===== src/rtl/pipe_ctrl_unit.sv =====
// Control unit for the 5-stage MIPS pipeline: ID decode, control carried through
// ID/EX, EX/MEM and MEM/WB, load-use / RAW stalls, forwarding selects and flushes.
module pipe_ctrl_unit #(
    parameter int RA_W   = 5,
    parameter bit FWD_EN = 1'b1
) (
    input  logic            clk,
    input  logic            reset,
    input  logic [31:0]     instr_id,
    input  logic            zero_ex,
    output logic            pc_write,
    output logic            ifid_write,
    output logic            ifid_flush,
    output logic            pc_src_ex,
    output logic            jump_id,
    output logic            reg_dst_ex,
    output logic            alu_src_ex,
    output logic [2:0]      alu_op_ex,
    output logic [1:0]      fwd_a,
    output logic [1:0]      fwd_b,
    output logic            mem_write_mem,
    output logic            reg_write_wb,
    output logic            mem_to_reg_wb,
    output logic [RA_W-1:0] dest_wb
);
    localparam logic [5:0] OP_RTYPE = 6'h00, OP_LW = 6'h23, OP_SW = 6'h2b, OP_ADDI = 6'h08;
    localparam logic [5:0] OP_BEQ = 6'h04, OP_BNE = 6'h05, OP_J = 6'h02;
    localparam logic [5:0] FN_ADD = 6'h20, FN_SUB = 6'h22, FN_AND = 6'h24, FN_OR = 6'h25, FN_SLT = 6'h2a;

    typedef struct packed {
        logic       reg_write;
        logic       mem_to_reg;
        logic       mem_write;
        logic       branch;
        logic       ne;
        logic       reg_dst;
        logic       alu_src;
        logic [2:0] alu_op;
    } ctrl_t;

    ctrl_t           dec_id, idex_d, idex_q;
    logic            is_j_id, uses_rt_id;
    logic [RA_W-1:0] rs_id, rt_id, rd_id;
    logic [RA_W-1:0] rs_ex_d, rs_ex_q, rt_ex_d, rt_ex_q, dest_ex_d, dest_ex_q;
    logic            exmem_reg_write_d, exmem_reg_write_q, exmem_mem_to_reg_d, exmem_mem_to_reg_q;
    logic            exmem_mem_write_d, exmem_mem_write_q;
    logic [RA_W-1:0] dest_mem_d, dest_mem_q, dest_wb_d, dest_wb_q;
    logic            memwb_reg_write_d, memwb_reg_write_q, memwb_mem_to_reg_d, memwb_mem_to_reg_q;
    logic            hit_ex, hit_mem, load_use, raw_stall, stall, take;
    logic            unused_instr;

    assign rs_id        = instr_id[21 +: RA_W];
    assign rt_id        = instr_id[16 +: RA_W];
    assign rd_id        = instr_id[11 +: RA_W];
    assign unused_instr = ^instr_id;

    function automatic logic [1:0] fwd_sel(input logic [RA_W-1:0] src,
                                           input logic rw_mem, input logic [RA_W-1:0] d_mem,
                                           input logic rw_wb,  input logic [RA_W-1:0] d_wb);
        if (src != '0 && rw_mem && d_mem == src) return 2'b10;
        if (src != '0 && rw_wb && d_wb == src)   return 2'b01;
        return 2'b00;
    endfunction

    always_comb begin
        dec_id     = '0;
        is_j_id    = 1'b0;
        uses_rt_id = 1'b0;
        case (instr_id[31:26])
            OP_RTYPE: begin
                uses_rt_id       = 1'b1;
                dec_id.reg_write = 1'b1;
                dec_id.reg_dst   = 1'b1;
                case (instr_id[5:0])
                    FN_ADD:  dec_id.alu_op = 3'b010;
                    FN_SUB:  dec_id.alu_op = 3'b110;
                    FN_AND:  dec_id.alu_op = 3'b000;
                    FN_OR:   dec_id.alu_op = 3'b001;
                    FN_SLT:  dec_id.alu_op = 3'b111;
                    default: dec_id = '0;
                endcase
            end
            OP_LW: begin
                dec_id.reg_write  = 1'b1;
                dec_id.alu_src    = 1'b1;
                dec_id.mem_to_reg = 1'b1;
                dec_id.alu_op     = 3'b010;
            end
            OP_SW: begin
                uses_rt_id       = 1'b1;
                dec_id.alu_src   = 1'b1;
                dec_id.mem_write = 1'b1;
                dec_id.alu_op    = 3'b010;
            end
            OP_ADDI: begin
                dec_id.reg_write = 1'b1;
                dec_id.alu_src   = 1'b1;
                dec_id.alu_op    = 3'b010;
            end
            OP_BEQ, OP_BNE: begin
                uses_rt_id    = 1'b1;
                dec_id.branch = 1'b1;
                dec_id.ne     = (instr_id[31:26] == OP_BNE);
                dec_id.alu_op = 3'b110;
            end
            OP_J:    is_j_id = 1'b1;
            default: ;
        endcase
    end

    // Hazard detection: register $0 is never a real producer.
    always_comb begin
        hit_ex    = (dest_ex_q != '0) && ((dest_ex_q == rs_id) || (uses_rt_id && dest_ex_q == rt_id));
        hit_mem   = (dest_mem_q != '0) && ((dest_mem_q == rs_id) || (uses_rt_id && dest_mem_q == rt_id));
        load_use  = idex_q.mem_to_reg && hit_ex;
        raw_stall = !FWD_EN && ((idex_q.reg_write && hit_ex) || (exmem_reg_write_q && hit_mem));
        take      = idex_q.branch && (zero_ex ^ idex_q.ne);
        stall     = (load_use || raw_stall) && !take;
    end

    assign pc_src_ex  = take;
    assign pc_write   = !stall;
    assign ifid_write = !stall;
    assign jump_id    = is_j_id && !take && !stall;
    assign ifid_flush = take || jump_id;

    always_comb begin
        idex_d    = dec_id;
        rs_ex_d   = rs_id;
        rt_ex_d   = rt_id;
        dest_ex_d = dec_id.reg_dst ? rd_id : rt_id;
        // A squashed, stalled or jump instruction leaves nothing behind in EX.
        if (take || stall || is_j_id) begin
            idex_d    = '0;
            rs_ex_d   = '0;
            rt_ex_d   = '0;
            dest_ex_d = '0;
        end
        exmem_reg_write_d  = idex_q.reg_write;
        exmem_mem_to_reg_d = idex_q.mem_to_reg;
        exmem_mem_write_d  = idex_q.mem_write;
        dest_mem_d         = dest_ex_q;
        memwb_reg_write_d  = exmem_reg_write_q;
        memwb_mem_to_reg_d = exmem_mem_to_reg_q;
        dest_wb_d          = dest_mem_q;
    end

    always_ff @(posedge clk or posedge reset) begin
        if (reset) begin
            idex_q             <= '0;
            rs_ex_q            <= '0;
            rt_ex_q            <= '0;
            dest_ex_q          <= '0;
            exmem_reg_write_q  <= 1'b0;
            exmem_mem_to_reg_q <= 1'b0;
            exmem_mem_write_q  <= 1'b0;
            dest_mem_q         <= '0;
            memwb_reg_write_q  <= 1'b0;
            memwb_mem_to_reg_q <= 1'b0;
            dest_wb_q          <= '0;
        end else begin
            idex_q             <= idex_d;
            rs_ex_q            <= rs_ex_d;
            rt_ex_q            <= rt_ex_d;
            dest_ex_q          <= dest_ex_d;
            exmem_reg_write_q  <= exmem_reg_write_d;
            exmem_mem_to_reg_q <= exmem_mem_to_reg_d;
            exmem_mem_write_q  <= exmem_mem_write_d;
            dest_mem_q         <= dest_mem_d;
            memwb_reg_write_q  <= memwb_reg_write_d;
            memwb_mem_to_reg_q <= memwb_mem_to_reg_d;
            dest_wb_q          <= dest_wb_d;
        end
    end

    assign reg_dst_ex    = idex_q.reg_dst;
    assign alu_src_ex    = idex_q.alu_src;
    assign alu_op_ex     = idex_q.alu_op;
    assign fwd_a         = FWD_EN ? fwd_sel(rs_ex_q, exmem_reg_write_q, dest_mem_q, memwb_reg_write_q, dest_wb_q) : 2'b00;
    assign fwd_b         = FWD_EN ? fwd_sel(rt_ex_q, exmem_reg_write_q, dest_mem_q, memwb_reg_write_q, dest_wb_q) : 2'b00;
    assign mem_write_mem = exmem_mem_write_q;
    assign reg_write_wb  = memwb_reg_write_q;
    assign mem_to_reg_wb = memwb_mem_to_reg_q;
    assign dest_wb       = dest_wb_q;
endmodule


===== config.mk =====
export PLATFORM = sky130hd
export DESIGN_NAME = pipe_ctrl_unit
export DESIGN_NICKNAME = d
export VERILOG_FILES = /design/src/rtl/pipe_ctrl_unit.sv
export SDC_FILE = /design/constraint.sdc
export NUM_CORES = 1
export LEC_CHECK = 0
export ABC_CLOCK_PERIOD_IN_PS = 5400
export BUFFER_PORTS_ARGS = -buffer_cell sky130_fd_sc_hd__buf_4
export CAP_MARGIN = 20
export CELL_PAD_IN_SITES_DETAIL_PLACEMENT = 1
export CELL_PAD_IN_SITES_GLOBAL_PLACEMENT = 1
export CORE_MARGIN = 2
export CORE_UTILIZATION = 43
export CTS_CLUSTER_SIZE = 14
export DETAILED_ROUTE_END_ITERATION = 10
export PLACE_DENSITY = 0.93
export REMOVE_ABC_BUFFERS = 1
export SLEW_MARGIN = 25
export SYNTH_ARGS = -nofsm -noshare
export SYNTH_HDL_FRONTEND = slang
export SYNTH_SLANG_ARGS = --single-unit

===== constraint.sdc =====
create_clock -name clk -period 5.4 [get_ports clk]
set_input_delay 0.54 -clock clk [delete_from_list [all_inputs] [get_ports clk]]
set_output_delay 0.54 -clock clk [all_outputs]
set_load 0.02 [all_outputs]

==> results.sh, run 1 <==
export IMPL_grt_pass1_wl_microns=8670
export IMPL_portBuffers=51
export IMPL_rsz0062_at_grt="no"
export IMPL_die_width_microns=72.5
export IMPL_max_stage_delay_ns=0.55
export IMPL_crit_slowest_cell="or4_4"
export IMPL_syn_cell_area_sq_mm=0.00202
export IMPL_antenna_found_initial=0
export IMPL_die_height_microns=72.5
export IMPL_ff2ff_path_depth=5
export IMPL_path_delay_family="simple AND/OR/NAND/NOR gates"
export IMPL_place_area_sq_mm=0.00241
export IMPL_start_util=0.454
export IMPL_cp_arrival_ns=2.11
export IMPL_p_leak_nw=1.09
export IMPL_clock_latency_ns=0.30
export IMPL_min_path_type="in2async"
export IMPL_clk_pin_slew_ns=0.08
export IMPL_maxSlewViolCount=0
export IMPL_grt_use_total=0.220
export IMPL_worstSetupPathDepth=5
export IMPL_gp_congestion=0.841
export IMPL_drtPass1Iterations=4
export IMPL_comb_power_share=0.136
export IMPL_reg2reg_setup_slack_ns=3.34
export IMPL_p_sw_w=0.000168
export IMPL_switching_share=0.254
export IMPL_tightest_slew_ns=0.683
export IMPL_stdcell_count=288
export IMPL_fin_area_sq_mm=0.00253
export IMPL_cp_start_kind="flop"
export IMPL_vias=1619
export IMPL_drtIter0Drc=81
export IMPL_crit_path_max_fanout=5
export IMPL_power_frac_seq=0.496
export IMPL_seqCellArea_sq_mm=0.00100
export IMPL_fin_skew_ns=0.00565
export IMPL_cts_root_buffer="clkbuf_8"
export IMPL_dieArea_sq_mm=0.00526
export IMPL_hpwl_microns=3880
export IMPL_final_util=0.569
export IMPL_peakVddDrop_mv=0.116
export IMPL_p_clk_frac=0.368
export IMPL_critPathBufInv=1
export IMPL_syn_area_per_cell_sq_um=11.0
export IMPL_grt_max_degree=41
export IMPL_synthCells=183
export IMPL_layout_drive_gt1_share=0.292
export IMPL_wire_per_inst_microns=18.0
export IMPL_grt_pass1_vias=1796
export IMPL_synth_seq_area_share=0.496
export IMPL_p_int_w=0.000494
export IMPL_tns_ns=0
export IMPL_cts_hold_buf=0
export IMPL_fin_crit_sh=0.490
export IMPL_num_rows=24
export IMPL_cts_setup_buffers=0
export IMPL_ys_types=39
export IMPL_crit_top_cell="nor3_1"
export IMPL_place_inst=279
export IMPL_nFillCells=487
export IMPL_crit_chain="or4_4, o21ai_4, nor3_1, nor3_1, buf_4"
export IMPL_cts_tree="yes"
export IMPL_clock_sink_count=40
export IMPL_ys_ff_latch=40
export IMPL_viasPerCell=5.62
export IMPL_syn_to_final_growth_pct=25.3
export IMPL_cts_made_buffers=5
export IMPL_period_needed_ns=2.65
export IMPL_io_pin_count=57
export IMPL_drt_drc_violations_left=0
export IMPL_diodes=0
export IMPL_clock_path_buffers=2
export IMPL_ys_warn_count=0
export IMPL_h_tree_depth=2
export IMPL_crit_type="reg2out"
export IMPL_status="completed"
export IMPL_power_density_mw_per_mm2=262
export IMPL_drt_wl_total_microns=5180
export IMPL_slew_headroom=0.541
export IMPL_hold_viol_final=0
export IMPL_multi_input_area_sq_um=935
export IMPL_nets=270
export IMPL_endpoint_kind="primary output"
export IMPL_max_cap_violations=0
export IMPL_required_ns=4.86
export IMPL_fmax_mhz=378
export IMPL_coreArea_sq_mm=0.00444
export IMPL_grt_overflow_total=0
export IMPL_setup_viol=0
export IMPL_cts_resized=0
export IMPL_ant_nets=0
## power groups by stage
stage | registers, W | clock network, W | logic [W]
global route | 0.000330 | 0.000261 | 0.0000992
CTS | 0.000329 | 0.000248 | 0.0000905
finish | 0.000328 | 0.000244 | 0.0000901
global placement | 0.000333 | 0 | 0.0000855
floorplan | 0.000334 | 0 | 0.0000470
detailed placement | 0.000334 | 0 | 0.0000894
## worst min-delay path: cells and delay by family
| family | cells | cell delay, ns |
|---|---|---|
| buf+inv | 3 | 0.57 |
## synth_stat cells (all sizes together)
library cell | number | area, sq um
a211oi | 7 | 57.6
a21oi | 2 | 10.0
a31oi | 2 | 12.5
a32oi | 1 | 8.76
a41oi | 1 | 8.76
and2 | 1 | 6.26
and3 | 2 | 12.5
buf | 8 | 71.3
clkbuf | 1 | 3.75
dfrtp | 40 | 1000
inv | 2 | 7.51
mux2 | 1 | 11.3
nand2 | 4 | 15.0
nand2b | 3 | 18.8
nand3 | 9 | 45.0
nand4 | 7 | 43.8
nor2 | 9 | 33.8
nor2b | 1 | 6.26
nor3 | 11 | 55.1
nor3b | 13 | 97.6
nor4 | 5 | 46.3
nor4b | 1 | 8.76
nor4bb | 1 | 10.0
o21ai | 10 | 61.3
o21bai | 1 | 7.51
o31ai | 1 | 21.3
o32a | 1 | 10.0
or2 | 2 | 12.5
or2b | 1 | 7.51
or3b | 1 | 8.76
or4 | 3 | 26.3
xnor2 | 25 | 219
xor2 | 6 | 52.6
## registers in the layout, indices dropped and copies added, names as in the netlist, 2 cells and up
name	cells
idex_q	2
dest_ex_q	5
rt_ex_q	5
dest_wb	5
alu_op_ex	3
dest_mem_q	5
rs_ex_q	5
## metrics by stage
step           power (W)  hold WS (ns)  setup slack [ns]
2_1_floorplan   0.000381         0.331              2.96
3_3_place_gp    0.000418         0.331              3.07
3_5_place_dp    0.000424         0.348              2.99
4_1_cts         0.000667         0.365              2.75
5_1_grt         0.000691         0.372              2.68
6_report        0.000662         0.360              2.75
## cell families after synthesis
group | count (synthesis) | share of synthesized area
simple gates | 74 | 0.225
flops | 40 | 0.496
xor+xnor | 31 | 0.135
compound gates | 26 | 0.0980
buf+inv | 11 | 0.0409
mux | 1 | 0.00558
## per-layer routing
layer | wire length [microns] | share of wire | vias to the layer above | global-route usage
li1 | - | - | 763 | -
met1 | 2150 | 0.41 | 788 | 0.257
met2 | 2660 | 0.51 | 52 | 0.387
met3 | 218 | 0.042 | 16 | 0.0458
met4 | 156 | 0.030 | 0 | 0.101
met5 | 0 | 0 | - | 0
## path summary, 6_finish.rpt
check | startpoint | to
min in group clk | exmem_mem_write_d | mem_write_mem
hold / removal | reset | dest_ex_q[2]
max in group asynchronous | reset | alu_src_ex
setup reg to reg | dest_ex_q[2] | alu_op_ex[0]
setup / recovery | dest_ex_q[2] | jump_id
hold reg to reg | exmem_mem_write_d | mem_write_mem
## cell usage in the layout (no fill, tap or decap), drive strengths merged, types with 2 or more instances in the layout
master  count
or2         2
nand3       9
nor3b      13
buf        54
a211oi      7
nor2        9
and3        2
a31oi       2
xor2        6
a21oi       2
nand2b      3
dfrtp      40
o21ai      10
nand4       7
nand2       4
xnor2      25
or4         3
nor3       11
inv         2
clkbuf      6
nor4        5
## final cells by class
class | count | area share
Sequential cell | 40 | 0.396
Multi-Input combinational cell | 132 | 0.370
Timing Repair Buffer | 54 | 0.163
Clock buffer | 6 | 0.0287
Tap cell | 52 | 0.0257
Clock inverter | 2 | 0.0139
Inverter | 2 | 0.00297
Note: power is estimated with default switching activity, not from simulation.
==> run 2, diff against run 1 <==
- ABC_CLOCK_PERIOD_IN_PS: 5400 -> 2400
- CORE_UTILIZATION: 43 -> 36
- PLACE_DENSITY: 0.93 -> 0.84
- clock period: 5.4 -> 2.4 ns (I/O delays scaled with it)
==> results.sh, run 2 (synthesis gave the netlist of run 1 again) <==
export IMPL_p_clk_frac=0.375
export IMPL_die_height_microns=78.9
export IMPL_p_sw_w=0.000390
export IMPL_grt_overflow_total=0
export IMPL_layout_drive_gt1_share=0.303
export IMPL_slew_headroom=0.670
export IMPL_fin_skew_ns=0.00734
export IMPL_syn_to_final_growth_pct=27.9
export IMPL_status="completed"
export IMPL_drtPass1Iterations=4
export IMPL_drt_wl_total_microns=5080
export IMPL_cts_setup_buffers=0
export IMPL_required_ns=2.16
export IMPL_grt_max_degree=41
export IMPL_final_cell_mix="buf_4 (55), dfrtp_1 (40), xnor2_1 (25)"
export IMPL_hpwl_microns=3860
export IMPL_gp_congestion=0.798
export IMPL_num_rows=27
export IMPL_critical_path_startpoint="dest_ex_q[1]"
export IMPL_endpoint_kind="primary output"
export IMPL_crit_chain="or4_4, o21ai_4, nor3_1, nor3_1, buf_4"
export IMPL_p_leak_nw=1.10
export IMPL_rsz0062_at_grt="no"
export IMPL_tns_ns=0
export IMPL_rr_endpoint="alu_op_ex[0]"
export IMPL_tightest_slew_ns=0.495
export IMPL_coreArea_sq_mm=0.00547
export IMPL_crit_slowest_cell="or4_4"
export IMPL_cp_start_kind="flop"
export IMPL_dieArea_sq_mm=0.00622
export IMPL_switching_share=0.258
export IMPL_grt_pass1_wl_microns=8360
export IMPL_crit_path_max_fanout=5
export IMPL_ant_nets=0
export IMPL_portBuffers=51
export IMPL_power_frac_seq=0.489
export IMPL_nets=272
export IMPL_p_int_w=0.00112
export IMPL_clock_sink_count=40
export IMPL_crit_top_cell="nor3_1"
export IMPL_hold_viol_final=0
export IMPL_clock_latency_ns=0.30
export IMPL_h_tree_depth=2
export IMPL_drt_drc_violations_left=0
export IMPL_vias=1597
export IMPL_cts_tree="yes"
export IMPL_cts_resized=0
export IMPL_ff2ff_path_depth=5
export IMPL_peakVddDrop_mv=0.223
export IMPL_cp_arrival_ns=2.08
export IMPL_antenna_found_initial=0
export IMPL_place_area_sq_mm=0.00247
export IMPL_crit_type="reg2out"
export IMPL_die_width_microns=78.9
export IMPL_min_path_type="in2async"
export IMPL_diodes=0
export IMPL_io_pin_count=57
export IMPL_r2r_start="dest_ex_q[1]"
export IMPL_grt_use_total=0.176
export IMPL_cts_root_buffer="clkbuf_8"
export IMPL_cts_hold_buf=0
export IMPL_max_stage_delay_ns=0.58
export IMPL_maxSlewViolCount=0
export IMPL_period_needed_ns=2.32
export IMPL_grt_pass1_vias=1713
export IMPL_viasPerCell=5.15
export IMPL_power_density_mw_per_mm2=584
export IMPL_endpoint="jump_id"
export IMPL_fin_crit_sh=0.969
export IMPL_max_cap_violations=0
export IMPL_reg2reg_setup_slack_ns=0.43
export IMPL_comb_power_share=0.136
export IMPL_drtIter0Drc=76
export IMPL_fin_area_sq_mm=0.00258
export IMPL_setup_viol=0
export IMPL_fmax_mhz=430
export IMPL_clk_pin_slew_ns=0.08
export IMPL_clock_path_buffers=2
export IMPL_cts_made_buffers=5
export IMPL_start_util=0.369
export IMPL_wire_per_inst_microns=16.4
export IMPL_final_common_cell="buf_4"
run 2: cell types whose count changed in the layout (fill, tap and decap cells not counted), sizes merged:
cell / change
clkinvlp: +1
clkinv: -1
clkbuf: -1
inv: +1
buf: +2
run 2: how the worst min path moves through the flow:
stage	end	cells after the start	start
floorplan	exmem_reg_write_q	0	exmem_reg_write_d
global route	rt_ex_q[2]	3	reset
global placement	mem_to_reg_wb	0	exmem_mem_to_reg_q
CTS	dest_ex_q[3]	3	reset
detailed placement	exmem_reg_write_q	0	exmem_reg_write_d
finish	dest_ex_q[4]	3	reset
run 2: routing by layer:
layer  vias up  track usage  wire length [microns]
li1        766            -                      -
met1       787        0.200                   2100
met2        35        0.325                   2710
met3         9       0.0239                    174
met4         0       0.0810                     98
met5         -            0                      0
run 2: critical path: cells and delay by family, from the launching register on:
kind	cells	cell delay, ns
flip-flops	1	0.45
AND/OR/NAND/NOR	3	0.91
buffers and inverters	1	0.19
AO/OA/AOI/OAI	1	0.25
run 2: final cells by class:
class | count | area (sq um)
fill | 628 | 2890
tap | 72 | 90.1
multi-input combinational | 132 | 935
clock inverter | 3 | 46.3
timing repair buffer | 56 | 433
inverter | 2 | 7.51
clock buffer | 5 | 68.8
sequential | 40 | 1000
run 2: stage by stage:
step | hold slack [ns] | total power [W] | setup slack (ns) | cells | util
5_1_grt | 0.121 | 0.00157 | 0.00354 | 310 | 0.472
3_5_place_dp | 0.340 | 0.000956 | 0.394 | 302 | 0.451
6_report | 0.0555 | 0.00151 | 0.0755 | 310 | 0.472
4_1_cts | 0.0602 | 0.00152 | 0.0495 | 310 | 0.472
3_3_place_gp | 0.331 | 0.000947 | 0.422 | 302 | 0.451
2_1_floorplan | 0.331 | 0.000856 | 0.263 | 174 | -
run 2: power by group through the flow:
stage                     combinational [W]  clock (W)  sequential [W]
final                              0.000205   0.000566        0.000737
after global routing               0.000224   0.000605        0.000742
after CTS                          0.000207   0.000580        0.000738
after detailed placement           0.000204          0        0.000751
after global placement             0.000198          0        0.000749
after floorplan                    0.000106          0        0.000751
